`config.mk`:
```
export PLATFORM = sky130hd
export DESIGN_NAME = aes_round_ctrl
export DESIGN_NICKNAME = d
export VERILOG_FILES = /design/src/rtl/aes_round_ctrl.sv
export SDC_FILE = /design/constraint.sdc
export NUM_CORES = 1
export LEC_CHECK = 0
export BUFFER_PORTS_ARGS = -buffer_cell sky130_fd_sc_hd__buf_2
export CAP_MARGIN = 5
export CORE_AREA = 3 3 254 256
export DETAILED_ROUTE_END_ITERATION = 16
export DIE_AREA = 0 0 257 259
export GPL_TIMING_DRIVEN = 0
export HOLD_SLACK_MARGIN = 0.08
export RECOVER_POWER = 100
export SYNTH_ARGS = -nofsm -noshare
export SYNTH_HDL_FRONTEND = slang
export SYNTH_SLANG_ARGS = --single-unit
```
`constraint.sdc`:
```
create_clock -name clk -period 3 [get_ports clk]
set_input_delay 0.15 -clock clk [delete_from_list [all_inputs] [get_ports clk]]
set_output_delay 0.15 -clock clk [all_outputs]
set_load 0.02 [all_outputs]
```
`src/rtl/aes_round_ctrl.sv`:
```
// AES encryption round sequencer: runs one block through the initial key add and NR
// rounds, fetching round keys on demand and driving an external combinational round datapath.
module aes_round_ctrl #(
  parameter int NR = 10
) (
  input  logic         clk,
  input  logic         rst_n,
  input  logic         start,
  output logic         in_ready,
  input  logic [0:127] plaintext,
  output logic         rk_req,
  output logic [3:0]   rk_idx,
  input  logic         rk_valid,
  input  logic [0:127] rk_data,
  output logic [0:127] dp_in,
  output logic         dp_final,
  input  logic [0:127] dp_out,
  output logic         out_valid,
  input  logic         out_ready,
  output logic [0:127] ciphertext
);

  typedef enum logic [1:0] {
    IDLE  = 2'd0,
    KEY0  = 2'd1,
    ROUND = 2'd2,
    DONE  = 2'd3
  } state_t;

  localparam logic [3:0] LP_NR = 4'(NR);

  state_t       r_fsm;
  state_t       w_fsm_nxt;
  logic [3:0]   r_rnd;
  logic [3:0]   w_rnd_nxt;
  logic [0:127] r_data;
  logic [0:127] w_data_nxt;

  logic         r_in_ready;
  logic         r_rk_req;
  logic [3:0]   r_rk_idx;
  logic         r_dp_final;
  logic         r_out_valid;
  logic         w_in_ready_nxt;
  logic         w_rk_req_nxt;
  logic [3:0]   w_rk_idx_nxt;
  logic         w_dp_final_nxt;
  logic         w_out_valid_nxt;

  // Next state, state-register update and next-cycle output decode
  always_comb begin
    w_fsm_nxt       = r_fsm;
    w_rnd_nxt       = r_rnd;
    w_data_nxt      = r_data;
    w_in_ready_nxt  = 1'b0;
    w_rk_req_nxt    = 1'b0;
    w_rk_idx_nxt    = 4'd0;
    w_dp_final_nxt  = 1'b0;
    w_out_valid_nxt = 1'b0;

    case (r_fsm)
      IDLE: begin
        if (start) begin
          w_data_nxt = plaintext;
          w_rnd_nxt  = 4'd0;
          w_fsm_nxt  = KEY0;
        end else begin
          w_fsm_nxt = IDLE;
        end
      end
      KEY0: begin
        if (rk_valid) begin
          w_data_nxt = r_data ^ rk_data;
          w_rnd_nxt  = 4'd1;
          w_fsm_nxt  = ROUND;
        end else begin
          w_fsm_nxt = KEY0;
        end
      end
      ROUND: begin
        if (rk_valid) begin
          w_data_nxt = dp_out ^ rk_data;
          if (r_rnd == LP_NR) begin
            w_fsm_nxt = DONE;
          end else begin
            w_rnd_nxt = r_rnd + 4'd1;
          end
        end else begin
          w_fsm_nxt = ROUND;
        end
      end
      DONE: begin
        if (out_ready) begin
          w_fsm_nxt = IDLE;
        end else begin
          w_fsm_nxt = DONE;
        end
      end
      default: begin
        w_fsm_nxt = IDLE;
      end
    endcase

    // Outputs are registered, so they are decoded from where the FSM is heading
    w_in_ready_nxt  = (w_fsm_nxt == IDLE);
    w_rk_req_nxt    = (w_fsm_nxt == KEY0) || (w_fsm_nxt == ROUND);
    w_out_valid_nxt = (w_fsm_nxt == DONE);
    if (w_fsm_nxt == ROUND) begin
      w_rk_idx_nxt   = w_rnd_nxt;
      w_dp_final_nxt = (w_rnd_nxt == LP_NR);
    end else begin
      w_rk_idx_nxt   = 4'd0;
      w_dp_final_nxt = 1'b0;
    end
  end

  // FSM, round counter, cipher state and output registers
  always_ff @(posedge clk or negedge rst_n) begin
    if (!rst_n) begin
      r_fsm       <= IDLE;
      r_rnd       <= 4'd0;
      r_data      <= 128'd0;
      r_in_ready  <= 1'b1;
      r_rk_req    <= 1'b0;
      r_rk_idx    <= 4'd0;
      r_dp_final  <= 1'b0;
      r_out_valid <= 1'b0;
    end else begin
      r_fsm       <= w_fsm_nxt;
      r_rnd       <= w_rnd_nxt;
      r_data      <= w_data_nxt;
      r_in_ready  <= w_in_ready_nxt;
      r_rk_req    <= w_rk_req_nxt;
      r_rk_idx    <= w_rk_idx_nxt;
      r_dp_final  <= w_dp_final_nxt;
      r_out_valid <= w_out_valid_nxt;
    end
  end

  assign in_ready   = r_in_ready;
  assign rk_req     = r_rk_req;
  assign rk_idx     = r_rk_idx;
  assign dp_final   = r_dp_final;
  assign out_valid  = r_out_valid;
  assign dp_in      = r_data;
  assign ciphertext = r_data;

endmodule

```
# Yosys cells after proc, flatten, opt, wreduce, memory -nomap -nowiden
# Index checks and enable logic that the tools add are counted.
# W data, S select, Z words.
dict set report totals {
  reg_bits 142
  in_bits 389
  out_inout_bits 264
  word_cells 44
}
dict set report classes {
  addsub 1
  n_eq_ne 11
  mux 17
  n_bitwise 2
  n_reduce_logical 5
}
# cell n
set op_table {}
lappend op_table {{$mux W128} 3}
lappend op_table {{$pmux W128 S3} 1}
lappend op_table {{$xor A128 B128 Y128} 2}
lappend op_table {{$mux W4} 5}
lappend op_table {{$pmux W4 S3} 1}
lappend op_table {{$eq A2 B2 Y1 const B} 4}
lappend op_table {{$eq A4 B4 Y1 const B} 2}
lappend op_table {{$mux W2} 4}
lappend op_table {{$pmux W2 S4} 1}
lappend op_table {{$ne A2 B2 Y1 const B} 3}
lappend op_table {{$add A4 B1 Y4 const B} 1}
lappend op_table {{$eq A2 B1 Y1 const B} 2}
lappend op_table {{$logic_not A2 Y1} 2}
lappend op_table {{$reduce_and A4 Y1} 1}
lappend op_table {{$reduce_bool A3 Y1} 1}
lappend op_table {{$mux W1} 2}
lappend op_table {{$logic_or A1 B1 Y1} 1}

# Longest topological paths before layout
# Gate-level depths: netlist of run 1.
dict set report depth {
  word_depth 6
  ltp_mapped 11
  depth_no_buf 9
}

# Worst setup path before layout of run 1
# No wires, ideal clock.
dict set report synth_path {
  path_type {register to register}
  start {register r_fsm[0]}
  end {register r_dp_final, in the netlist dp_final}
  setup_time_ps 121
  arrival_ps 1911
  required_ps 2879
  path_slack_ps 968
  path_stages_with_launch 11
  n_path_buf 3
  synth_period_minus_slack_ps 2032
  cell_sequence {dfrtp_1 inv_1 ha_1 buf_2 buf_6 buf_4 nand3_1 a21o_1 ha_1 and2_4 and4b_1}
}
dict set report synth_via {
  elab_chain_cells 5
  word_cells_on_any_way 11
  cone_classes {5 x eq/ne; 5 x mux; 1 x reduce/logical}
}
# element line
set synth_rtl {}
lappend synth_rtl {{start, declared} 32} ;# state_t r_fsm;
lappend synth_rtl {{start signal, assigned} 129} ;# r_fsm <= w_fsm_nxt;
lappend synth_rtl {{$mux W2} 83} ;# if (r_rnd == LP_NR) begin
lappend synth_rtl {{$mux W2} 81} ;# if (rk_valid) begin
lappend synth_rtl {{$pmux W2 S4} 61} ;# case (r_fsm)
lappend synth_rtl {{$eq A2 B2 Y1} 108} ;# if (w_fsm_nxt == ROUND) begin
lappend synth_rtl {{$mux W1 (*)} 108}
lappend synth_rtl {{via w_dp_final_nxt} 47} ;# logic w_dp_final_nxt;
lappend synth_rtl {{end signal, assigned} 135} ;# r_dp_final <= w_dp_final_nxt;
lappend synth_rtl {{end, declared} 42} ;# logic r_dp_final;
# Mark *: on every way through the listed nets, which the timed path passes. The rest lies on a longest branch.
# A chain may end at the register's enable or synchronous reset.

# Worst setup path after layout of run 1
dict set report layout_path {
  start {register r_fsm[0]}
  end {register r_data (netlist bit ciphertext[51])}
}
dict set report layout_via {
  elab_chain_cells 3
  word_cells_on_any_way 9
  cone_classes {5 x eq/ne; 1 x mux; 3 x reduce/logical}
}
# element line
set layout_rtl {}
lappend layout_rtl {{$eq A2 B1 Y1, or another cell as far along} 61}
lappend layout_rtl {{$ne A2 B2 Y1 (no line) or $reduce_bool A3 Y1 (tied branches)} n/a}
lappend layout_rtl {{$reduce_and A4 Y1 (no line)} n/a}
lappend layout_rtl {{end signal, assigned} 131} ;# r_data <= w_data_nxt;
lappend layout_rtl {{end, declared} 36} ;# logic [0:127] r_data;
# Several ways; a longest one is shown, not always the timed one.

==> run metrics, run 1 <==
placed cells=2526; most frequent cells in the layout=414 x buf_2, 268 x clkbuf_1, 256 x mux2i_1, 248 x dlygate4sd3_1, 141 x dfrtp_1; Startpoint Class=register; RSZ-0062 raised after global routing=yes; Crit path largest cell delay=0.68 ns; Total Power=20.6 mW; 1st-pass router iterations=4; period utilization=a little over nine tenths; max-cap violation count=1; Synth async-reset ratio=100%; clk_lat worst skew=roughly 0.47 ns; clk sink count=about 140; largest buffer count on any clock path=2; Leakage Power=7.65 nW; final core occ=27.4%; clock-pin slew on the worst setup and hold paths=around 0.070 ns; first-pass GRT wire length=~67000 µm; worst-margin pin slew=1.93 ns; Setup CP Type=register to register; syn_area_per_cell=a little under 10 µm²; largest net degree at the start of global routing=73; Post-Syn Nets=1426; clk_skew=0.0155 ns; Yosys top cell area share=34.9%; drt wl/cell=16.2 µm; Slew Limit Fails=71; Initial Util=16.1%; Worst VDD drop=~550 µV; post-synthesis cell count=1027; ranking of synthesized cells by area=dfrtp_1 35%, mux2i_1 25%, xnor2_1 11%, buf_4 11%, nand2_1 5.1%; synth warn=0; ant diodes=0; proportion of layout cells with a drive suffix above 1=between 30% and 40%; Crit path required time=around 3.3 ns; nets=~2300; row count=just over 90; synthesized flop and latch total=~140; Root Buffer=clkbuf_16; library cells used by synthesis=38; status=complete, but fails checks; Cell Area, Synth=10100 µm²; Die Y-Extent=259 µm; register area=3550 µm²; FF-to-FF setup slack=~0.18 ns; Area growth syn-to-layout=69.9%; crit end category=register; area leader, netlist=dfrtp_1; gr usage total=13.2%; # setup viols final=0; Slew headroom=-28.7%; PwrDens=~1200 nW/µm²; Die Area=~67000 µm²; ys flop type=dfrtp_1; failing checks=capacitance limit, slew limit; min-delay worst type=primary input to register; post-route minimum period=2.82 ns; # IOs=653; grt ovf=0; cell breakdown of the critical path=inv_1 -> ha_1 -> buf_4 -> clkbuf_1 -> mux2i_1 -> dlygate4sd3_1 -> o21ai_1; crit path max fanout=10; Post-Layout Cell Count=2806; number of flops mapped to enable cells by yosys=0; Core Footprint=62700 µm²; multi-input logic area=5200 µm²; Post-DRT Antenna Nets=0; starting DRC count in detailed routing=about 410; Vias/cell=between 3 and 4; DRC Markers=0; DR vias=10800; H-tree Lvls=4; Min Hold Slack=0.130 ns; final hold vios=0; vias in the first global route=around 11000; routability cong.=0.941; crit path DAT=~3.2 ns; initial antenna violation count=2; Seq/Total Area, Yosys=35.2%; Port-buffer cells=652; most common cell after layout, fill and taps aside=buf_2; final wirelength=45400 µm; DPL Wire Length=34800 µm; CTS tree=built; Die W=257 µm; CTS buffer count=17; fmax=355 MHz; fillers=6741; slowest CP cell=clkbuf_1
[stage by stage]
step                worst slack [ns]  cell area, µm²   TNS, ns
finish                         0.181           17200         0
global route                -0.00453           17200  -0.00453
CTS                            0.118           17500         0
detailed placement             0.243           14500         0
global placement              -0.526           14400    -69.60
floorplan                      0.968           10100         0
[area by class of cell]
cell class              instances  area share [%]
repair buffers                901            31.9
flip-flops and latches        142            20.7
well taps                     846            6.17
plain buffers                 186            7.47
clock inverters                13           0.678
inverters                       9           0.197
multi-input cells             690            30.3
clock buffers                  19            2.58
[cells by family (layout without fill, tap and decap cells)]
logic type                 after synthesis  in the layout  synth area share, %
muxes                                  256            256                 25.4
buffers and inverters                  195           1128                 13.2
and+or+nand+nor                        155            155                 6.42
DFF                                    142            142                 35.2
AOI/OAI and AO/OA                      141            141                 7.47
xor gates and xnor gates               128            128                 11.1
adders and majority gates               10             10                 1.24
[registers in the layout, indices dropped and copies added (netlist names)]
name,cells
r_fsm,2
rk_req,1
dp_final,1
rk_idx,4
in_ready,1
ciphertext,128
out_valid,1
r_rnd,4
[worst max-delay path, delay by kind of cell (launching register included)]
family / cells / cell delay (ns)
buf+inv: 4 / 1.61
flops: 1 / 0.39
fa+ha+maj: 1 / 0.31
mux: 1 / 0.29
compound gates: 1 / 0.07
[path summary, 6_finish.rpt]
path | startpoint | to | depth (start not counted)
max in group asynchronous | rst_n | dp_final$_DFF_PN0_ | 2
min in group asynchronous | rst_n | ciphertext[68]$_DFFE_PN0P_ | 2
setup reg to reg | r_fsm[0]$_DFF_PN0_ | ciphertext[51]$_DFFE_PN0P_ | 7
hold / removal | rk_data[91] | ciphertext[91]$_DFFE_PN0P_ | 4
hold reg to reg | ciphertext[38]$_DFFE_PN0P_ | ciphertext[38]$_DFFE_PN0P_ | 2
setup / recovery | r_fsm[0]$_DFF_PN0_ | ciphertext[51]$_DFFE_PN0P_ | 7
[Yosys cell counts, types with 2 or more instances]
| cell type | instances |
|---|---|
| mux2i_1 | 256 |
| nand3_1 | 2 |
| o21ai_0 | 43 |
| buf_2 | 15 |
| a21oi_1 | 2 |
| dfrtp_1 | 141 |
| clkbuf_1 | 15 |
| ha_1 | 10 |
| a21o_1 | 2 |
| buf_1 | 5 |
| buf_6 | 4 |
| and2_1 | 2 |
| xnor2_1 | 128 |
| o21ai_1 | 87 |
| buf_4 | 147 |
| nand2_1 | 136 |
| nor2_1 | 3 |
| inv_1 | 9 |
[metal layers]
layer  vias to the layer above  GRT usage (%)  share of wire, %
met1                      5071           14.5                38
met2                       504           23.6                51
met4                         0           7.17               4.8
met3                        84           3.01               6.6
met5                         -              0                 0
li1                       5188              -                 -
[timing repair]
item / 4_1_cts / 5_1_grt
gates resized for setup: 0 / 3
hold buffers: 248 / 0
setup buffers: 0 / 0
endpoints found under the hold margin: 199 / 0
setup endpoints to repair: 0 / 6
[power by group]
group	internal [mW]	switching, mW	total, mW
clock network	1.16	0.944	2.10
registers	2.93	1.29	4.22
logic	6.21	8.03	14.2
Note: power is estimated with default switching activity, not from simulation.
==> run 2, diff against run 1 <==
--- a/config.mk
+++ b/config.mk
@@ -10,2 +10,3 @@
 export CORE_AREA = 3 3 254 256
+export CTS_CLUSTER_DIAMETER = 150
 export DETAILED_ROUTE_END_ITERATION = 16
==> constraint.sdc (replaced) <==
create_clock -name clk -period 3 [get_ports clk]
set_input_delay 0.75 -clock clk [delete_from_list [all_inputs] [get_ports clk]]
set_output_delay 0.75 -clock clk [all_outputs]
set_load 0.02 [all_outputs]
==> run 2 against run 1 <==
  * The flow still finishes with violations (capacitance limit, slew limit)
  * Non-clock buffer count fell by 248
  * First-iteration DRC count rose by 1.2%
  * Routed wire length fell by 7.1%
  * Worst hold slack improved by 0.41 ns
  * Register-to-register slack improved by 0.10 ns
  * Critical path type unchanged
  * Critical endpoint is now ciphertext[23]$_DFFE_PN0P_
==> run metrics, run 2 (synthesis gave the netlist of run 1 again) <==
Setup CP Type=register to register; # setup viols final=0; gr usage total=12.2%; largest buffer count on any clock path=2; Die W=257 µm; Min Hold Slack=0.541 ns; 1st-pass router iterations=4; FF-to-FF setup slack=around 0.28 ns; failing checks=capacitance limit, slew limit; initial antenna violation count=2; Worst VDD drop=501 µV; Area growth syn-to-layout=45.4%; Port-buffer cells=652; fillers=7016; Die Y-Extent=259 µm; Post-DRT Antenna Nets=0; largest net degree at the start of global routing=73; Leakage Power=around 6.6 nW; Core Footprint=62700 µm²; most frequent cells in the layout=405 x buf_2, 271 x clkbuf_1, 256 x mux2i_1, 141 x dfrtp_1, 136 x nand2_1; drt wl/cell=16.5 µm; final core occ=a little under a quarter; final hold vios=0; Slew headroom=-27.3%; Placed Area=14500 µm²; DPL Wire Length=approximately 35000 µm; CTS buffer count=17; crit end category=register; routability cong.=~0.94; final wirelength=42200 µm; Root Buffer=clkbuf_16; grt ovf=0; period utilization=90.6%; Final Cell Area=about 15000 µm²; most common cell after layout, fill and taps aside=buf_2; crit path max fanout=10; # Post-CTS Setup Buffers=0; Crit path required time=3.37 ns; Vias/cell=3.77; clk_lat worst skew=0.47 ns; cell breakdown of the critical path=inv_1 -> ha_1 -> clkbuf_1 -> o21bai_2 -> nand2_1 -> buf_4 -> buf_6 -> clkbuf_1 -> nand2_1 -> o21ai_0; nets=2098; Initial Util=16.1%; row count=92; first-pass GRT wire length=60700 µm; max-cap violation count=1; Post-CTS Hold Buffers=0; Resized cells post-CTS=0; CTS tree=built; worst-margin pin slew=1.91 ns; PwrDens=1300 nW/µm²; proportion of layout cells with a drive suffix above 1=35.1%; vias in the first global route=9635; clk sink count=roughly 140; status=complete, but fails checks; min-delay worst type=register to register; post-route minimum period=2.72 ns; Startpoint Class=register; starting DRC count in detailed routing=412; Die Area=66600 µm²; DR vias=9649; RSZ-0062 raised after global routing=no; # IOs=653; crit path DAT=3.09 ns; slowest CP cell=clkbuf_1; fmax=around 370 MHz; clock-pin slew on the worst setup and hold paths=approximately 0.070 ns; H-tree Lvls=4; clk_skew=0.0152 ns; Crit path largest cell delay=between 0.4 and 0.5 ns; DRC Markers=0; max reg flops=between 100 and 150; Slew Limit Fails=71
## run 2: changes by cell type in the layout (fill, tap and decap cells not counted), moves of 3 or more
cell / change
buf_2: -9
o21ai_1: -36
clkbuf_4: -9
clkbuf_1: +3
dlygate4sd3_1: -248
buf_4: +14
o21ai_0: +36
## run 2: final cells by class
class / instances / area (µm²) / area share, %
Antenna cell: 1 / 2.50 / 0.0170
Clock buffer: 19 / 443 / 3.02
Inverter: 9 / 33.8 / 0.230
Clock inverter: 13 / 116 / 0.792
Buffer: 186 / 1290 / 8.82
Tap cell: 846 / 1060 / 7.21
Timing Repair Buffer: 653 / 2980 / 20.3
Multi-Input combinational cell: 690 / 5210 / 35.4
Sequential cell: 142 / 3550 / 24.2
## run 2: per-layer routing
metal	part of all wire [%]	GRT usage (%)	vias up	routed length, µm
met3	7.4	3.08	40	3110
met4	3.0	5.29	0	1260
met5	0	0	-	0
met1	39	13.8	4469	16300
li1	-	-	4694	-
met2	51	21.7	446	21500
## run 2: metrics by stage
stage               setup TNS, ns  power [mW]  std cells  setup WS [ns]
finish                          0        19.2       2559          0.283
global route                    0        20.6       2558         0.0489
CTS                             0        20.1       2558          0.227
detailed placement              0        17.9       2526          0.243
global placement          -154.44        17.8       2525          -1.13
floorplan                       0        13.4       1027          0.941
## run 2: path summary, 6_finish.rpt
path / startpoint / endpoint / depth (start not counted)
min: ciphertext[38]$_DFFE_PN0P_ / ciphertext[38]$_DFFE_PN0P_ / 2
max: r_fsm[0]$_DFF_PN0_ / ciphertext[23]$_DFFE_PN0P_ / 10
min in group asynchronous: rst_n / ciphertext[68]$_DFFE_PN0P_ / 1
min reg2reg: ciphertext[38]$_DFFE_PN0P_ / ciphertext[38]$_DFFE_PN0P_ / 2
max in group asynchronous: rst_n / dp_final$_DFF_PN0_ / 1
max reg2reg: r_fsm[0]$_DFF_PN0_ / ciphertext[23]$_DFFE_PN0P_ / 10
## run 2: worst max-delay path: cells and delay by family (launching register included)
kind	cells	cell delay, ns
buffers and inverters	5	1.53
flip-flops	1	0.41
AND/OR/NAND/NOR	2	0.28
AO/OA/AOI/OAI	2	0.23
adder cells (fa/ha/maj)	1	0.15
## run 2: where the power goes
group          internal (mW)  switching [mW]
Combinational           5.21            7.65
Sequential              2.93            1.26
Clock                   1.16           0.937
Total                   9.30            9.85
